--- src/rtl/pool_window_reader.sv ---
// Read-side sequencer for the pooling tile register file: walks the 4x4 tile as four
// 2x2 windows, reduces each by max or average and hands the results out on valid/ready.
module pool_window_reader #(
    parameter int DATA_WIDTH = 8
) (
    input  logic                  clk_i,
    input  logic                  rst_i,
    input  logic                  start_i,
    input  logic                  pool_mode_i,
    output logic [3:0]            add_rd0_o,
    output logic [3:0]            add_rd1_o,
    output logic [3:0]            add_rd2_o,
    output logic [3:0]            add_rd3_o,
    input  logic [DATA_WIDTH-1:0] rd_data0_i,
    input  logic [DATA_WIDTH-1:0] rd_data1_i,
    input  logic [DATA_WIDTH-1:0] rd_data2_i,
    input  logic [DATA_WIDTH-1:0] rd_data3_i,
    output logic [DATA_WIDTH-1:0] out_data_o,
    output logic [1:0]            out_index_o,
    output logic                  out_valid_o,
    input  logic                  out_ready_i,
    output logic                  busy_o,
    output logic                  done_o
);

    // state | meaning
    // IDLE  | waiting for start, addresses parked at 0
    // FETCH | addresses of window w driven, result captured at the edge
    // HOLD  | result presented on out_*, waiting for out_ready
    // DONE  | one-cycle done pulse after window 3 accepted
    localparam logic [1:0] S_IDLE  = 2'd0;
    localparam logic [1:0] S_FETCH = 2'd1;
    localparam logic [1:0] S_HOLD  = 2'd2;
    localparam logic [1:0] S_DONE  = 2'd3;

    logic [1:0]            state_q, state_d;
    logic [1:0]            win_q, win_d;
    logic                  mode_q, mode_d;
    logic [DATA_WIDTH-1:0] data_q, data_d;
    logic [1:0]            index_q, index_d;

    logic [DATA_WIDTH-1:0] max01, max23, max_all, pooled;
    logic [DATA_WIDTH+1:0] sum;
    logic [3:0]            base;
    logic                  addr_en;

    always_comb begin
        max01   = (rd_data0_i > rd_data1_i) ? rd_data0_i : rd_data1_i;
        max23   = (rd_data2_i > rd_data3_i) ? rd_data2_i : rd_data3_i;
        max_all = (max01 > max23) ? max01 : max23;
        sum     = {2'b00, rd_data0_i} + {2'b00, rd_data1_i}
                + {2'b00, rd_data2_i} + {2'b00, rd_data3_i};
        pooled  = mode_q ? sum[DATA_WIDTH+1:2] : max_all;
    end

    // base = 8*row + 2*col of the window's top-left element
    assign base    = {win_q[1], 1'b0, win_q[0], 1'b0};
    assign addr_en = (state_q == S_FETCH) || (state_q == S_HOLD);

    assign add_rd0_o = addr_en ? base            : 4'd0;
    assign add_rd1_o = addr_en ? (base | 4'd1)   : 4'd0;
    assign add_rd2_o = addr_en ? (base | 4'd4)   : 4'd0;
    assign add_rd3_o = addr_en ? (base | 4'd5)   : 4'd0;

    always_comb begin
        state_d = state_q;
        win_d   = win_q;
        mode_d  = mode_q;
        data_d  = data_q;
        index_d = index_q;
        case (state_q)
            S_IDLE: begin
                if (start_i) begin
                    mode_d  = pool_mode_i;
                    win_d   = 2'd0;
                    state_d = S_FETCH;
                end
            end
            S_FETCH: begin
                data_d  = pooled;
                index_d = win_q;
                state_d = S_HOLD;
            end
            S_HOLD: begin
                if (out_ready_i) begin
                    if (win_q == 2'd3) begin
                        state_d = S_DONE;
                    end else begin
                        win_d   = win_q + 2'd1;
                        state_d = S_FETCH;
                    end
                end
            end
            S_DONE: begin
                win_d   = 2'd0;
                state_d = S_IDLE;
            end
            default: state_d = S_IDLE;
        endcase
    end

    always_ff @(posedge clk_i or posedge rst_i) begin
        if (rst_i) begin
            state_q <= S_IDLE;
            win_q   <= 2'd0;
            mode_q  <= 1'b0;
            data_q  <= '0;
            index_q <= 2'd0;
        end else begin
            state_q <= state_d;
            win_q   <= win_d;
            mode_q  <= mode_d;
            data_q  <= data_d;
            index_q <= index_d;
        end
    end

    assign out_data_o  = data_q;
    assign out_index_o = index_q;
    assign out_valid_o = (state_q == S_HOLD);
    assign busy_o      = (state_q != S_IDLE);
    assign done_o      = (state_q == S_DONE);

endmodule

--- config.mk ---
export PLATFORM = sky130hd
export DESIGN_NAME = pool_window_reader
export DESIGN_NICKNAME = d
export VERILOG_FILES = /design/src/rtl/pool_window_reader.sv
export SDC_FILE = /design/constraint.sdc
export NUM_CORES = 1
export LEC_CHECK = 0
export CORE_UTILIZATION = 54
export DETAILED_ROUTE_END_ITERATION = 7
export HOLD_SLACK_MARGIN = 0.03
export MAX_ROUTING_LAYER = met4
export PLACE_DENSITY = 0.87
export SETUP_SLACK_MARGIN = 0.02
export SYNTH_ARGS = -nofsm -noshare
export SYNTH_HDL_FRONTEND = slang
export SYNTH_SLANG_ARGS = --single-unit
--- constraint.sdc ---
create_clock -name clk_i -period 2.34 [get_ports clk_i]
set_input_delay 0.351 -clock clk_i [delete_from_list [all_inputs] [get_ports clk_i]]
set_output_delay 0.351 -clock clk_i [all_outputs]
set_load 0.01 [all_outputs]
==> impl_results.md, run 1 <==
- Num CTS Buffers: 3
- Stopped at: 4_1_cts
- Row count: 24
- Number of synthesized flops with an enable pin: 0
- Status: did not finish
- Adder-Cell Fraction of Synth Area: 31.7%
- Post-CTS Setup Repair Bufs: 29
- Top FF cell, synth: dfrtp_1
- CTS H-tree lvls: 1
- Chip width: 70.2 um
- Hold_buf cts: 0
- Async set or reset register ratio after synthesis: 100%
- Yosys cell types: 55
- Synth Register Bits: 15
- Cell Area, Placed: 3860 sq um
- Largest family of logic cells by synthesized area: adder cells
- Post-synthesis cell type with the largest combined area: ha_1
- XOR/XNOR Fraction of Synth Area: 0.697%
- GPL Wtd Cong: 0.944
- CTS Sinks: 15
- Share of the synthesized area in the top cell type: 18.9%
- Die height: ~70 um
- Synth Cell Area: 2510 sq um
- DP HPWL: 7610 um
- Seq/Total Area, Yosys: approximately 15%
- Initial Utilization: 56.9%
- Stop Error: [ERROR DPL-0033] detailed placement checks failed during check placement.
- Number of port buffers: 61
- CTS root buffer: clkbuf_8
- Cts repair resizes: between 200 and 250
- Top area cells in the synthesized netlist: ha_1 19%, dfrtp_1 15%, fa_1 13%, buf_4 4.2%, inv_1 4.0%
- IO Pins: 66
- Bufs on Longest Clock Path: 2
- Most common cell in the netlist: ha_1
- Post-Syn Instances: 283
- Simple logic cell fraction of the synthesized area: 17.3%
- DP Worst Slack: -1.58 ns
- Synth warn: 0
- Post-synthesis compound-gate area fraction: 23.8%
- Post-synthesis mux area share: 2.94%
- Top cells by count, synth: 38 x ha_1, 27 x inv_1, 16 x fa_1
- Syn_area_per_cell: 8.88 sq um
-- logic make-up after synthesis --
group	after synthesis
xor gates and xnor gates	2
DFF	15
muxes	7
other	1
and+or+nand+nor	75
adders and majority gates	54
AOI/OAI and AO/OA	86
buffers and inverters	43
-- metrics by stage --
step,utilization (%),cells,hold slack (ns)
floorplan,-,286,0.252
global placement,87.4,463,0.492
detailed placement,87.4,463,0.508
==> inputs of run 2 (changes only) <==
==> config.mk (replaced) <==
export PLATFORM = sky130hd
export DESIGN_NAME = pool_window_reader
export DESIGN_NICKNAME = d
export VERILOG_FILES = /design/src/rtl/pool_window_reader.sv
export SDC_FILE = /design/constraint.sdc
export NUM_CORES = 1
export LEC_CHECK = 0
export CORE_UTILIZATION = 40
export DETAILED_ROUTE_END_ITERATION = 7
export PLACE_DENSITY_LB_ADDON = 0.15
export SYNTH_ARGS = -nofsm -noshare
export SYNTH_HDL_FRONTEND = slang
export SYNTH_SLANG_ARGS = --single-unit
==> run 2 against run 1 <==
The flow now finishes, with violations (negative setup slack). Synthesized cell count unchanged. Synthesized area unchanged.
==> impl_results.md, run 2 <==
- Status: finished with violations
- Violated checks: negative setup slack
- Number of port buffers: a little over 60
- Total global routing track utilization: 25.9%
- Routed len/inst: 17.5 um
- Starting DRT DRC Count: 213
- Met2 Use GR: between 40% and 50%
- DRC: 0
- Final worst-path cycle share: 140%
- Top cells by count, synth: 38 x ha_1, 27 x inv_1, 16 x fa_1
- Most used cell, CP: buf_4
- Post-Syn Instances: between 200 and 300
- Core box area: 5990 sq um
- Pins over their slew limit: 0
- Placed Instances: slightly below 500
- Most common cell in the netlist: ha_1
- CP max-delay cell: o31a_1
- Max-cap violations: 0
- Critical path fanouts, max: 4
- DP HPWL: between 6000 and 7000 um
- Crit end category: flop
- Max FFs per register: 8
- Die height: 81.3 um
- Met3 GRT Util: 3.71%
- WL final: between 9000 and 10000 um
- Initial Utilization: 41.9%
- Pin count of the biggest net entering global routing: 16
- Diode count: 0
- WP data arrival: 3.41 ns
- Share of the synthesized area in the top cell type: a little under a fifth
- Cell Count, Final, Fillers Out: 519
- Leak: ~0.0020 uW
- Worst-Margin Slew: between 0.5 and 0.6 ns
- DP Worst Slack: -1.57 ns
- PD cells: 725 nW/um^2
- Chip width: about 80 um
- CP Cell Sequence: buf_4 -> ha_4 -> nand4_1 -> buf_4 -> o21ai_0 -> buf_4 -> nand3_1 -> and2_1 -> ha_4 -> a211oi_2 -> nor2_2 -> buf_4 -> o31a_1 -> nand3_1 -> a21oi_1 -> o32a_1
- CTS H-tree lvls: 1
- Top FF cell, synth: dfrtp_1
- Post-route minimum period: 3.27 ns
- GPL Wtd Cong: 0.972
- Gr ovfl total: 0
- Max-slew headroom at the worst pin: 61.1%
- Num CTS Buffers: 3
- Buffers & Inverters on Critical Path: 4
- Die area: 6600 sq um
- FMAX: 305 MHz
- RSZ-0062 raised after global routing: true
- Yosys cell types: 55
- Commonest non-fill, non-tap cell in the layout: buf_4
- Number of synthesized flops with an enable pin: 0
- CP delay by family, top: compound AO/OA/AOI/OAI gates
- IO Pins: 66
- Final WS setup: -0.935 ns
- Final setup violation count: 8
- Iteration count of the initial detailed-routing pass: 4
- GR Layer Usage met1: 33.5%
- Antenna viol nets, final: 0
- Max stage delay on crit path: 0.35 ns
- Post-synthesis cell type with the largest combined area: ha_1
- CTS root buffer: clkbuf_8
- Nets: 536
- Async set or reset register ratio after synthesis: 100%
- Final hold violation count: 0
- CTS clk-pin slew, worst paths: roughly 0.070 ns
- Most frequent cells in the layout: 103 x buf_4, 29 x clkdlybuf4s50_1, 19 x ha_1, 19 x ha_4, 16 x fa_1
- Via Count: 2866
- Synth Register Bits: 15
- WP data required: 2.48 ns
- TritonCTS clock tree: done
- Critical path class: input port to flop
- Syn_area_per_cell: between 8 and 9 sq um
- Worst vdd ir: 743 uV
- Crit path launch type: input port
- Fraction of final layout cells sized beyond drive strength 1: 54.1%
- # fillers: 410
- Clk_skew: 0.0130 ns
- Min Hold Slack: ~0.46 ns
- Hold Path Class: input port to asynchronous set/reset pin
- Global routing's busiest layer: met2
- Cell Area, Placed: 3880 sq um
- Row count: 28
- Global-route wire length before repair: approximately 13000 um
- Bufs on Longest Clock Path: 2
- Top area cells in the synthesized netlist: ha_1 19%, dfrtp_1 15%, fa_1 13%, buf_4 4.2%, inv_1 4.0%
- Via density: 5.52
- Seq/Total Area, Yosys: ~15%
- CTS Sinks: 15
- Worst skew pair latency: 0.26 ns
- Final Instance Area: between 4000 and 5000 sq um
- Vias in the first global route: 2717
- Initial antenna violation count: 0
- Synth warn: 0
- Synth Cell Area: 2510 sq um
- P&R area growth vs syn: 80.5%
run 2: cell counts after synthesis:
Identical to the previous run, type by type.
run 2: cell type report:
| type | instances | area, sq um | area share (%) |
|---|---|---|---|
| clock buffers | 3 | 41.3 | 0.910 |
| clock inverters | 1 | 5.00 | 0.110 |
| inverters | 27 | 124 | 2.73 |
| multi-input cells | 228 | 2500 | 55.1 |
| flip-flops and latches | 15 | 375 | 8.28 |
| well taps | 75 | 93.8 | 2.07 |
| repair buffers | 170 | 1400 | 30.8 |
run 2: timing repair:
item / in CTS / in global routing
hold buffers: 0 / 0
gates resized for setup: 162 / 56
setup buffers: 19 / 12
setup endpoints to repair: 8 / 16
pin swaps: 38 / 46
run 2: report_power, final:
group | leakage (uW) | total [uW] | internal, uW | switching, uW
clock network | 0.0000255 | 217 | 118 | 99.1
logic | 0.00182 | 2590 | 1360 | 1230
registers | 0.000181 | 482 | 374 | 108
total | 0.00203 | 3290 | 1850 | 1440
run 2: per-layer routing:
| layer | vias to the layer above | wire length [um] |
|---|---|---|
| li1 | 1340 | - |
| met1 | 1397 | 3730 |
| met2 | 109 | 4740 |
| met3 | 20 | 388 |
| met4 | 0 | 214 |
| met5 | - | 0 |
run 2: worst reg2reg max path, delay by kind of cell (launching register included):
family / cells / cell delay [ns]
buffers and inverters: 2 / 0.30
AND/OR/NAND/NOR: 2 / 0.47
adder cells (fa/ha/maj): 1 / 0.22
AO/OA/AOI/OAI: 2 / 0.32
flip-flops: 1 / 0.43
run 2: cell families (layout without fill, tap and decap cells):
group	after synthesis	after routing	synth area share, %
compound gates	86	86	23.8
xor+xnor	2	2	0.697
fa+ha+maj	54	54	31.7
buf+inv	43	201	8.52
flops	15	15	14.9
mux	7	7	2.94
other cells	1	4	0.149
simple gates	75	75	17.3
run 2: final timing paths:
path / cells after the start / startpoint / slack (ns) / end
max: 16 / rd_data2_i[1] / -0.93 / out_data_o[3]
max reg2reg: 7 / state_q[1] / 0.48 / out_data_o[4]
min in group clk_i: 1 / out_index_o[0] / 0.51 / out_index_o[0]
min: 2 / rst_i / 0.46 / out_data_o[2]
max in group asynchronous: 2 / rst_i / 1.49 / state_q[0]
min reg2reg: 1 / out_index_o[0] / 0.51 / out_index_o[0]
run 2: stage by stage:
stage	util, %	power [uW]	setup TNS (ns)
after global placement	64.7	2550	-11.78
after detailed placement	64.7	2590	-11.85
after global routing	75.7	3500	-8.61
after CTS	71.5	2990	-5.91
final	75.7	3290	-7.04
after floorplan	-	1730	-3.55
No activity file was read; power rests on OpenSTA's default activity.
==> inputs of run 3 (changes only) <==
--- a/config.mk
+++ b/config.mk
@@ -5,6 +5,7 @@
 export SDC_FILE = /design/constraint.sdc
 export NUM_CORES = 1
 export LEC_CHECK = 0
+export ABC_AREA = 1
 export CORE_UTILIZATION = 40
 export DETAILED_ROUTE_END_ITERATION = 7
 export PLACE_DENSITY_LB_ADDON = 0.15
==> run 3 against run 2 <==
The flow still finishes with violations (negative setup slack). Clock skew decreased by 0.0084 ns. Sequential cell count unchanged. Combinational power increased by 23%. Cell count increased by 13%.
==> impl_results.md, run 3 <==
- Max FFs per register: 8
- Number of port buffers: slightly above 60
- # fillers: 316
- Routed len/inst: around 20 um
- Share of the synthesized area in the top cell type: 18.4%
- Critical path class: input port to flop
- Commonest non-fill, non-tap cell in the layout: buf_4
- CTS Sinks: 15
- Final worst-path cycle share: 119%
- Post-synthesis cell type with the largest combined area: ha_1
- WP data arrival: 2.94 ns
- Total global routing track utilization: 29.9%
- CP Cell Sequence: buf_8 -> ha_4 -> nand2_2 -> inv_2 -> buf_12 -> nand4_4 -> buf_6 -> nand3_1 -> nand2_2 -> ha_4 -> inv_1 -> nand2_1 -> nand2_1 -> nand2_2 -> nand2_2 -> nand2_2 -> nand2_2 -> nand2_4 -> inv_8 -> nand3_2 -> nand3_2 -> nand2_1 -> nand2_1 -> nand2_1
- Via Count: 3273
- Die height: 82.3 um
- Max stage delay on crit path: 0.28 ns
- R2r worst-path depth: 9
- Nets: 603
- Synth warn: 0
- WP data required: 2.49 ns
- Post-route minimum period: approximately 2.8 ns
- R2r setup slk: about 0.58 ns
- CTS clk-pin slew, worst paths: 0.06 ns
- RSZ-0062 raised after global routing: true
- TritonCTS clock tree: done
- CP delay by family, top: simple AND/OR/NAND/NOR gates
- Yosys cell types: 35
- Pins over their slew limit: 0
- P&R area growth vs syn: 95.8%
- Fraction of final layout cells sized beyond drive strength 1: 63.6%
- Die area: 6770 sq um
- Most used cell, CP: nand2_2
- Crit path launch type: input port
- Final WS setup: -0.454 ns
- Cell Count, Final, Fillers Out: roughly 590
- WL final: 11900 um
- Synth Cell Area: 2580 sq um
- Seq/Total Area, Yosys: approximately 15%
- Worst-Margin Slew: 0.624 ns
- Syn_area_per_cell: between 7 and 8 sq um
- Num CTS Buffers: 3
- Diode count: 0
- FMAX: 358 MHz
- Row count: 28
- Via density: 5.59
- Critical path fanouts, max: 7
- Top area cells in the synthesized netlist: ha_1 18%, dfrtp_1 15%, fa_1 12%, nand2_1 11%, nand3_1 8.7%
- Post-Syn Instances: 345
- Max-slew headroom at the worst pin: about three fifths
- PD cells: 773 nW/um^2
- CTS H-tree lvls: 1
- Synth Register Bits: 15
- Global-route wire length before repair: 15100 um
- DP HPWL: 6250 um
- Async set or reset register ratio after synthesis: 100%
- CTS root buffer: clkbuf_8
- Hold Path Class: input port to asynchronous set/reset pin
- Violated checks: negative setup slack
- DP Worst Slack: -1.09 ns
- Final hold violation count: 0
- Core box area: 6060 sq um
- Initial Utilization: 42.6%
- Worst vdd ir: between 900 and 1000 uV
- CP max-delay cell: ha_4
- Buffers & Inverters on Critical Path: 6
- Worst reg2reg path endpoint: win_q[0]
- Pin count of the biggest net entering global routing: 16
- DRC: 0
- Leak: 0.00239 uW
- Crit end category: flop
- Most frequent cells in the layout: 98 x buf_4, 37 x nand2_1, 32 x nand3_2, 29 x nand2_2, 29 x clkdlybuf4s50_1
- GPL Wtd Cong: 0.890
- Reg2reg start: state_q[0]
- Initial antenna violation count: 0
- Vias in the first global route: 3128
- Starting DRT DRC Count: 248
- Iteration count of the initial detailed-routing pass: 5
- Top cells by count, synth: 78 x nand2_1, 45 x nand3_1, 40 x inv_1
- IO Pins: 66
- Worst skew pair latency: 0.26 ns
- Placed Instances: 540
- Chip width: 82.3 um
- Max-cap violations: 0
- Status: finished with violations
- Bufs on Longest Clock Path: 2
- Clk_skew: 0.00461 ns
- Gr ovfl total: 0
- Top FF cell, synth: dfrtp_1
- Antenna viol nets, final: 0
- Most common cell in the netlist: nand2_1
- Number of synthesized flops with an enable pin: 0
- Final setup violation count: 8
==> run 3: layer usage <==
| metal | track usage [%] | part of all wire [%] |
|---|---|---|
| met5 | 0 | 0 |
| met4 | 11.8 | 6.4 |
| met3 | 3.85 | 7.1 |
| met2 | 53.1 | 49 |
| met1 | 36.3 | 37 |
==> run 3: where the power goes <==
group	internal [uW]	switching, uW
registers	389	99.2
logic	1560	1640
clock network	121	101
==> run 3: worst register-to-register path, cell delays in order (launching register included) <==
cell and delay (ns):
dfrtp_1 0.37, inv_1 0.11, ha_1 0.27, inv_1 0.08, o22ai_1 0.09, a21oi_1 0.20
inv_1 0.08, nor2_1 0.18, o21ai_0 0.13, o21a_1 0.13
==> run 3: worst max-delay path by stage <==
stage | startpoint | endpoint | slack, ns | cells past startpoint
finish | rd_data2_i[3] | out_data_o[1] | -0.45 | 24
global placement | rd_data3_i[5] | out_data_o[7] | -1.07 | 22
CTS | rd_data3_i[5] | out_data_o[6] | -0.27 | 23
global route | rd_data1_i[7] | out_data_o[1] | -0.58 | 24
floorplan | rd_data0_i[5] | out_data_o[4] | -0.19 | 11
detailed placement | rd_data3_i[5] | out_data_o[7] | -1.09 | 22
==> run 3: repair_timing <==
item                       4_1_cts  5_1_grt
gates resized for setup        231      109
setup endpoints to repair        8       16
buffers inserted                28       12
pin swaps                       82       58
cloned                           3        0
hold buffers                     0        0
==> run 3: logic make-up after synthesis <==
| logic type | Yosys count | synth area share (%) |
|---|---|---|
| AND/OR/NAND/NOR | 174 | 34.2 |
| buffers and inverters | 61 | 11.6 |
| adder cells (fa/ha/maj) | 54 | 30.8 |
| AO/OA/AOI/OAI | 40 | 8.68 |
| flip-flops | 15 | 14.5 |
| other | 1 | 0.145 |
==> run 3: metrics by stage <==
step | hold WS, ns | area, sq um | utilization, % | total power, uW | TNS [ns]
2_1_floorplan | 0.252 | 2770 | - | 1910 | -1.03
3_3_place_gp | 0.457 | 3890 | 64.2 | 2720 | -8.18
3_5_place_dp | 0.474 | 3890 | 64.2 | 2760 | -8.41
4_1_cts | 0.475 | 4610 | 76.1 | 3380 | -1.87
5_1_grt | 0.495 | 5050 | 83.4 | 4120 | -4.12
6_report | 0.439 | 5050 | 83.4 | 3900 | -3.37
==> run 3: final cells by class <==
type | instances | area, sq um | share of cell area, %
timing repair buffer | 172 | 1490 | 29.4
inverter | 45 | 199 | 3.94
multi-input combinational | 275 | 2850 | 56.5
tap | 75 | 93.8 | 1.86
sequential | 15 | 375 | 7.43
clock buffer | 4 | 45.0 | 0.892
==> inputs of run 4 (changes only) <==
==> constraint.sdc (replaced) <==
create_clock -name clk_i -period 2.3 [get_ports clk_i]
set_input_delay 0.345 -clock clk_i [delete_from_list [all_inputs] [get_ports clk_i]]
set_output_delay 0.345 -clock clk_i [all_outputs]
set_load 0.01 [all_outputs]
==> run 4 against run 3 <==
The flow still finishes with violations (negative setup slack). Die area unchanged. Worst hold slack improved by 0.016 ns. Clock power decreased by 4%. Power decreased by 1.6%. Via count increased by 2.1%. Sequential share of layout area increased by 0.20 points. Critical path type unchanged. Largest power group unchanged. Highest routed layer unchanged.
==> impl_results.md, run 4 (synthesis results as in run 3) <==
- Sw Ratio: between 40% and 50%
- Most used cell, CP: nand2_1
- Leak: ~0.0023 uW
- Buffers & Inverters on Critical Path: 6
- Pin count of the biggest net entering global routing: 16
- TritonCTS clock tree: done
- Fraction of final layout cells sized beyond drive strength 1: 60.2%
- Bufs on Longest Clock Path: 2
- Max-cap violations: 0
- Final WS setup: -0.511 ns
- Worst vdd ir: 940 uV
- Starting DRT DRC Count: between 200 and 250
- Combinational Power Share: 81.5%
- Die height: 82.3 um
- Number of port buffers: a little over 60
- Via Count: 3343
- Multi-input logic area: ~2800 sq um
- Diode count: 0
- Hold_buf cts: 0
- WP data arrival: 2.95 ns
- Critical path fanouts, max: 8
- Commonest non-fill, non-tap cell in the layout: buf_4
- DRC: 0
- Crit path launch type: input port
- Min Hold Slack: 0.455 ns
- Initial antenna violation count: 0
- RSZ-0062 raised after global routing: true
- PD cells: 782 nW/um^2
- WL final: 11600 um
- Most frequent cells in the layout: 95 x buf_4, 44 x nand2_1, 29 x clkdlybuf4s50_1, 27 x nand2_4, 27 x ha_4
- Worst setup path startpoint: rd_data1_i[2]
- CTS Sinks: 15
- Fin util: 81.1%
- WP data required: 2.43 ns
- Power Internal: 2030 uW
- Placed Instances: 540
- Switch Pwr: around 1800 uW
- CP delay by family, top: simple AND/OR/NAND/NOR gates
- Antenna viol nets, final: 0
- Violated checks: negative setup slack
- CTS root buffer: clkbuf_8
- Initial Utilization: 42.6%
- CTS clk-pin slew, worst paths: 0.06 ns
- P&R area growth vs syn: 90.6%
- Crit end category: flop
- Row count: 28
- Total global routing track utilization: about 30%
- Clk_skew: between 0.0015 and 0.002 ns
- IO Pins: between 60 and 70
- Clock Power Share: 5.6%
- Cell Area, Placed: 3890 sq um
- CTS H-tree lvls: 1
- Cell Count, Final, Fillers Out: 582
- Reg power frac: 12.9%
- Global-route wire length before repair: roughly 15000 um
- Vias in the first global route: 3137
- Post-layout power: 3840 uW
- Via density: 5.74
- Final setup violation count: 8
- Max stage delay on crit path: about 0.27 ns
- Die area: 6770 sq um
- Final hold violation count: 0
- Chip width: 82.3 um
- Worst-Margin Slew: 0.555 ns
- Core box area: 6060 sq um
- Num CTS Buffers: 3
- Status: finished with violations
- Worst skew pair latency: about 0.25 ns
- FMAX: 356 MHz
- Pins over their slew limit: 0
- Critical path class: input port to flop
- Post-route minimum period: 2.81 ns
- # fillers: 360
- Gr ovfl total: 0
- DP HPWL: 6370 um
- Final worst-path cycle share: 122%
- Reg2reg start: state_q[0]
- Hold Path Class: input port to asynchronous set/reset pin
- Max FFs per register: 8
- Final Instance Area: just under 5000 sq um
- CP max-delay cell: ha_4
- Max-slew headroom at the worst pin: between 60 and 70%
- Register area: 375 sq um
- Routed len/inst: 20.0 um
- Iteration count of the initial detailed-routing pass: 5
- GPL Wtd Cong: 0.860
- Nets: 599
## run 4: cell count changes in the layout (fill, tap and decap cells not counted), moves of 3 or more
| cell | change |
|---|---|
| buf_4 | -3 |
| clkbuf_2 | -4 |
| inv_4 | -3 |
| nand2_1 | +7 |
| nand3_4 | +3 |
| nand2_2 | -8 |
| buf_8 | -3 |
| nand3_1 | +5 |
| buf_2 | +14 |
| buf_6 | -9 |
| nand3_2 | -8 |
## run 4: metrics by stage
step,TNS [ns],setup slack [ns]
4_1_cts,-2.21,-0.311
2_1_floorplan,-1.30,-0.224
5_1_grt,-4.71,-0.637
3_3_place_gp,-8.36,-1.08
3_5_place_dp,-8.87,-1.13
6_report,-3.78,-0.511
## run 4: worst register-to-register path: cells and delay by family, from the launching register on
family	cells	cell delay [ns]
flops	1	0.40
fa+ha+maj	1	0.27
compound gates	4	0.49
buf+inv	3	0.29
simple gates	1	0.17
## run 4: area by class of cell
class / count / area share, %
clock buffers: 3 / 0.840
clock inverters: 1 / 0.102
flip-flops and latches: 15 / 7.63
inverters: 45 / 3.99
multi-input cells: 276 / 57.9
well taps: 75 / 1.91
repair buffers: 167 / 27.6
## run 4: final timing paths
| check | slack, ns | depth (start not counted) | endpoint |
|---|---|---|---|
| setup / recovery | -0.51 | 25 | out_data_o[1] |
| hold / removal | 0.45 | 2 | out_data_o[0] |
| setup reg to reg | 0.56 | 9 | win_q[0] |
| hold reg to reg | 0.48 | 2 | out_data_o[7] |
| max in group asynchronous | 1.48 | 2 | out_index_o[0] |
| min in group clk_i | 0.48 | 2 | out_data_o[7] |
## run 4: metal layers
layer / global-route usage [%] / share of wire (%) / vias up
li1: - / - / 1454
met1: 35.3 / 36 / 1591
met2: 53.1 / 49 / 224
met3: 4.18 / 7.8 / 74
met4: 12.3 / 6.6 / 0
met5: 0 / 0 / -
## run 4: power by group through the flow
stage	Sequential (uW)	Combinational [uW]	Clock [uW]
after floorplan	515	1430	0
after global placement	495	2270	0
after detailed placement	497	2310	0
after CTS	493	2710	214
after global routing	512	3360	230
final	498	3130	214
## run 4: repair_timing
| action | CTS | global route |
|---|---|---|
| pin swaps | 84 | 48 |
| endpoints found under the setup margin | 8 | 16 |
| setup buffers | 26 | 10 |
| gates resized for setup | 228 | 73 |
| gates cloned | 4 | 0 |
